### config.mk
export PLATFORM = sky130hd
export DESIGN_NAME = bus_master_arbiter
export DESIGN_NICKNAME = d
export VERILOG_FILES = /design/src/rtl/bus_master_arbiter.sv
export SDC_FILE = /design/constraint.sdc
export NUM_CORES = 1
export LEC_CHECK = 0
export CAP_MARGIN = 5
export CORE_AREA = 3 3 119 121
export CTS_CLUSTER_SIZE = 30
export DETAILED_ROUTE_END_ITERATION = 10
export DIE_AREA = 0 0 122 124
export GPL_TIMING_DRIVEN = 0
export PLACE_DENSITY = 0.61
export SLEW_MARGIN = 40
export SYNTH_ARGS = -nofsm -noshare
export SYNTH_HDL_FRONTEND = slang
export SYNTH_SLANG_ARGS = --single-unit
### constraint.sdc
create_clock -name clock -period 2.5 [get_ports clock]
set_clock_uncertainty 0.2 [all_clocks]
set_input_delay 0.625 -clock clock [delete_from_list [all_inputs] [get_ports clock]]
set_output_delay 0.625 -clock clock [all_outputs]
set_load 0.005 [all_outputs]
### src/rtl/bus_master_arbiter.sv
// Two-master, one-slave ECO32 bus arbiter.
// Same-cycle grant, ownership locked across slave wait states.
module bus_master_arbiter #(
  parameter bit FIXED_PRIORITY = 1'b0
) (
  input  logic        clock,
  input  logic        reset,
  input  logic        m0Enable,
  input  logic [1:0]  m0Size,
  input  logic        m0Write,
  input  logic [31:0] m0Address,
  input  logic [31:0] m0WriteData,
  output logic [31:0] m0ReadData,
  output logic        m0Wait,
  input  logic        m1Enable,
  input  logic [1:0]  m1Size,
  input  logic        m1Write,
  input  logic [31:0] m1Address,
  input  logic [31:0] m1WriteData,
  output logic [31:0] m1ReadData,
  output logic        m1Wait,
  output logic        busEnable,
  output logic [1:0]  busSize,
  output logic        busWrite,
  output logic [31:0] busAddress,
  output logic [31:0] busWriteData,
  input  logic [31:0] busReadData,
  input  logic        busWait,
  output logic [1:0]  owner
);

  typedef enum logic [1:0] {
    IDLE    = 2'd0,
    LOCKED0 = 2'd1,
    LOCKED1 = 2'd2
  } state_e;

  state_e state_q, state_d;
  logic   last_q, last_d;

  logic win_valid;
  logic win;
  logic win_en;

  always_comb begin
    win_valid = 1'b0;
    win       = 1'b0;
    unique case (1'b1)
      state_q == LOCKED0: begin
        win_valid = 1'b1;
        win       = 1'b0;
      end
      state_q == LOCKED1: begin
        win_valid = 1'b1;
        win       = 1'b1;
      end
      default: begin
        win_valid = m0Enable | m1Enable;
        if (m0Enable && m1Enable)
          win = FIXED_PRIORITY ? 1'b0 : ~last_q;
        else
          win = m1Enable;
      end
    endcase
  end

  assign win_en = win ? m1Enable : m0Enable;

  always_comb begin
    busEnable    = 1'b0;
    busSize      = 2'b00;
    busWrite     = 1'b0;
    busAddress   = 32'h0;
    busWriteData = 32'h0;
    m0ReadData   = 32'h0;
    m1ReadData   = 32'h0;
    m0Wait       = 1'b0;
    m1Wait       = 1'b0;
    owner        = 2'b00;
    if (reset) begin
      m0Wait = m0Enable;
      m1Wait = m1Enable;
      if (win_valid && !win) begin
        busEnable    = m0Enable;
        busSize      = m0Size;
        busWrite     = m0Write;
        busAddress   = m0Address;
        busWriteData = m0WriteData;
        m0ReadData   = busReadData;
        m0Wait       = m0Enable & busWait;
        owner        = 2'b01;
      end else if (win_valid && win) begin
        busEnable    = m1Enable;
        busSize      = m1Size;
        busWrite     = m1Write;
        busAddress   = m1Address;
        busWriteData = m1WriteData;
        m1ReadData   = busReadData;
        m1Wait       = m1Enable & busWait;
        owner        = 2'b10;
      end
    end
  end

  // Completion and a dropped request both return to IDLE;
  // only completion updates the round-robin pointer.
  always_comb begin
    state_d = IDLE;
    last_d  = last_q;
    if (win_valid && win_en) begin
      if (busWait)
        state_d = win ? LOCKED1 : LOCKED0;
      else
        last_d = win;
    end
  end

  always_ff @(posedge clock) begin
    if (!reset) begin
      state_q <= IDLE;
      last_q  <= 1'b1;
    end else begin
      state_q <= state_d;
      last_q  <= last_d;
    end
  end

endmodule
==> impl_metrics.py <==
metrics = {
    "finish": {
        "finish.utilization": 0.5152,
        "final_common_cell": "sky130_fd_sc_hd__clkdlybuf4s50_1",
        "fin_nets": 897,
        "drive_above_1_share": 0.5470,
        "flow.area_growth_from_synthesis_pct": 280.9,
        "num_antenna_cells": 0,
        "most-common-layout-cells": "sky130_fd_sc_hd__clkdlybuf4s50_1 (167), sky130_fd_sc_hd__nand2_1 (134), sky130_fd_sc_hd__buf_6 (117)",
        "layout.cell_area.non_filler_um2": 6795,
    },
    "setup_path": {
        "crit_chain": "inv_2, ha_4, nor2b_4, a31o_4, buf_8, buf_6, buf_6, and3_4, buf_6",
        "critical_path_class": "flip-flop to primary output",
        "crit_path_start_kind": "flip-flop",
        "ff2ff_path_depth": 9,
        "setup.worst_path.end_class": "primary output",
        "cp_arrival_ps": 1910,
        "crit_slowest_cell": "sky130_fd_sc_hd__ha_4",
        "data_required_time_of_the_worst_path_ps": 1670,
        "worstPathMaxFanout": 8,
        "critical_path.most_common_cell": "sky130_fd_sc_hd__buf_6",
        "timing.critical_path.slowest_cell_delay_ps": 360,
    },
    "logic_synthesis": {
        "synth-seq-area-share": 0.03366,
        "synth_cells": 335,
        "mappedNetlistArea_um2": 1784,
        "syn_area_per_cell_um2": 5.326,
        "synth.yosys.warnings": 0,
        "yosys_register_bits": 3,
        "syn_nets": 507,
        "yosysUniqueCellTypes": 25,
    },
    "placement": {
        "global_placer_s_final_weighted_congestion": 0.8020,
        "postPlaceCellArea_um2": 5057,
        "place.port_buffers": 305,
        "post-dp-hpwl_um": 11080,
        "place_worst_setup_slack_ps": -1116,
    },
    "sta": {
        "timing.setup.tns_ps": -16930,
        "setup_violations": 131,
        "post-route-worst-setup-slack_ps": -230.8,
        "relative_slew_slack": 0.6067,
        "setup_repair_after_global_routing_missed_its_margin": "yes",
        "maxClockFrequency_mhz": 366.2,
        "final-hold-violation-count": 0,
        "fin_crit_sh": 1.092,
        "drv_slew": 0,
        "transition_at_the_pin_with_the_smallest_max_transition_slack_ps": 582.5,
        "period_minus_slack_ps": 2731,
    },
    "floorplan": {
        "die_area_um2": 15130,
        "core_area_um2": 13190,
        "initial_core_util": 0.1353,
        "die_height_um": 124,
        "number_of_top_level_pins": 307,
        "die_width_um": 122,
        "placement_rows": 42,
    },
    "clock_network": {
        "clock_tree.htree_level_count": 1,
        "clock-sinks": 3,
        "clk_latency_worst_skew_pair_ps": 230,
        "clock_path_buffers": 2,
        "post_cts_clock_slew_at_the_launch_and_capture_registers_of_the_worst_setup_and_hold_paths_ps": 30,
        "clock_buffer_count_from_cts": 3,
        "tritoncts": "done",
        "clock_tree.root_cell": "sky130_fd_sc_hd__clkbuf_16",
        "cts_hold_repair.buffers": 0,
    },
    "power_and_ir_drop": {
        "power_switching_mw": 0.6614,
        "netSwitchingFraction": 0.3459,
        "internal_power_mw": 1.251,
        "cellPowerDensity_nw_per_um2": 281.4,
        "sequentialPowerShare": 0.028,
        "power.share.combinational": 0.834,
        "power.clock.fraction": 0.138,
        "peakVddDrop_mv": 0.1673,
        "p_leak_nw": 3.061,
    },
    "grt": {
        "grt_antenna_before_repair": 0,
        "vias_in_the_first_global_route": 4381,
        "grt_max_degree": 11,
        "grt.total_usage": 0.1851,
        "globalRoute.totalOverflow": 0,
        "grt_pass1_wl_um": 22500,
    },
    "outcome": {
        "outcome": "finished, violations left",
        "violations": "setup timing",
    },
    "routing": {
        "drtPass1Iterations": 5,
        "antenna_left": 0,
        "post_route_wl_um": 16290,
        "detail_route.drc_violations": 0,
        "initialDrtViolationCount": 103,
        "routed_via_density": 4.636,
        "wl_per_cell_um": 18.10,
        "vias": 4172,
    },
    "run": {
        "number_of_max_capacitance_violations_reported": 0,
    },
    "hold_path": {
        "hold-path-cell-count": 2,
        "holdCritPathClass": "flip-flop to flip-flop",
    },
}
==> layer usage <==
| layer | vias to the layer above | routed length [µm] | global-route usage |
|---|---|---|---|
| met5 | - | 0 | 0 |
| met1 | 1963 | 5784 | 0.1925 |
| met2 | 212 | 8834 | 0.3705 |
| met3 | 20 | 1422 | 0.04405 |
| li1 | 1977 | - | - |
| met4 | 0 | 246 | 0.04482 |
==> synth_stat cells (all sizes together) <==
| master | instances | share of area |
|---|---|---|
| o22ai | 67 | 0.23 |
| o311ai | 2 | 0.0098 |
| nor2b | 1 | 0.0077 |
| inv | 2 | 0.0042 |
| ha | 1 | 0.0070 |
| o31ai | 2 | 0.0084 |
| o21ba | 1 | 0.0056 |
| dfxtp | 3 | 0.034 |
| nor3 | 2 | 0.0084 |
| buf | 17 | 0.056 |
| clkbuf | 27 | 0.058 |
| nor2 | 2 | 0.0056 |
| a31o | 2 | 0.0098 |
| and2 | 2 | 0.0070 |
| and3 | 64 | 0.22 |
| nand2 | 135 | 0.29 |
| o211a | 2 | 0.011 |
| a31oi | 2 | 0.019 |
| nand2b | 1 | 0.0035 |
==> area by class of cell <==
cell class | instances | area, µm²
multi-input cells | 286 | 2286
flip-flops and latches | 3 | 62.56
well taps | 176 | 220.2
inverters | 2 | 7.507
clock buffers | 4 | 78.83
plain buffers | 39 | 366.6
fillers | 1177 | 6395
repair buffers | 390 | 3774
==> critical path, delay by kind of cell (launching register included) <==
kind | cells | cell delay [ps]
AND/OR/NAND/NOR | 2 | 240
adder cells (fa/ha/maj) | 1 | 360
buffers and inverters | 5 | 500
AO/OA/AOI/OAI | 1 | 270
flip-flops | 1 | 310
==> cell families (layout without fill, tap and decap cells) <==
family                     count (synthesis)  in the layout  share of synthesized area
adders and majority gates                  1              1                   0.007012
and+or+nand+nor                          207            207                     0.5421
DFF                                        3              3                    0.03366
AOI/OAI and AO/OA                         78             78                     0.2987
buffers and inverters                     46            435                     0.1185
==> flip-flops by register name, indices dropped and copies added (netlist names) <==
| signal | cells |
|---|---|
| state_q | 2 |
| last_q | 1 |
==> stage by stage <==
step,hold slack (ps),instances,total power [mW]
2_1_floorplan,307.4,335,0.3934
3_3_place_gp,328.9,816,1.061
3_5_place_dp,390.1,816,1.066
4_1_cts,397.8,887,1.718
5_1_grt,424.3,900,2.004
6_report,406.6,900,1.912
==> timing repair <==
item                       in CTS  in global routing
pin swaps                      25                 39
gates cloned                    9                  5
setup endpoints to repair     136                135
buffers inserted               60                 17
resized for setup             750                148
hold endpoints to repair        0                  0
==> power by group through the flow <==
stage	clock network (mW)	registers, mW	logic [mW]
2_1_floorplan	0	0.0526	0.341
3_3_place_gp	0	0.0528	1.01
3_5_place_dp	0	0.0530	1.01
4_1_cts	0.264	0.0532	1.40
5_1_grt	0.269	0.0532	1.68
6_report	0.265	0.0531	1.59
==> final timing paths <==
kind,from,endpoint,slack (ps)
hold / removal,last_q,last_q,410
setup reg to reg,state_q[0],state_q[0],500
setup / recovery,state_q[0],m1ReadData[7],-230
hold reg to reg,last_q,last_q,410
Note: power is estimated with default switching activity, not from simulation.
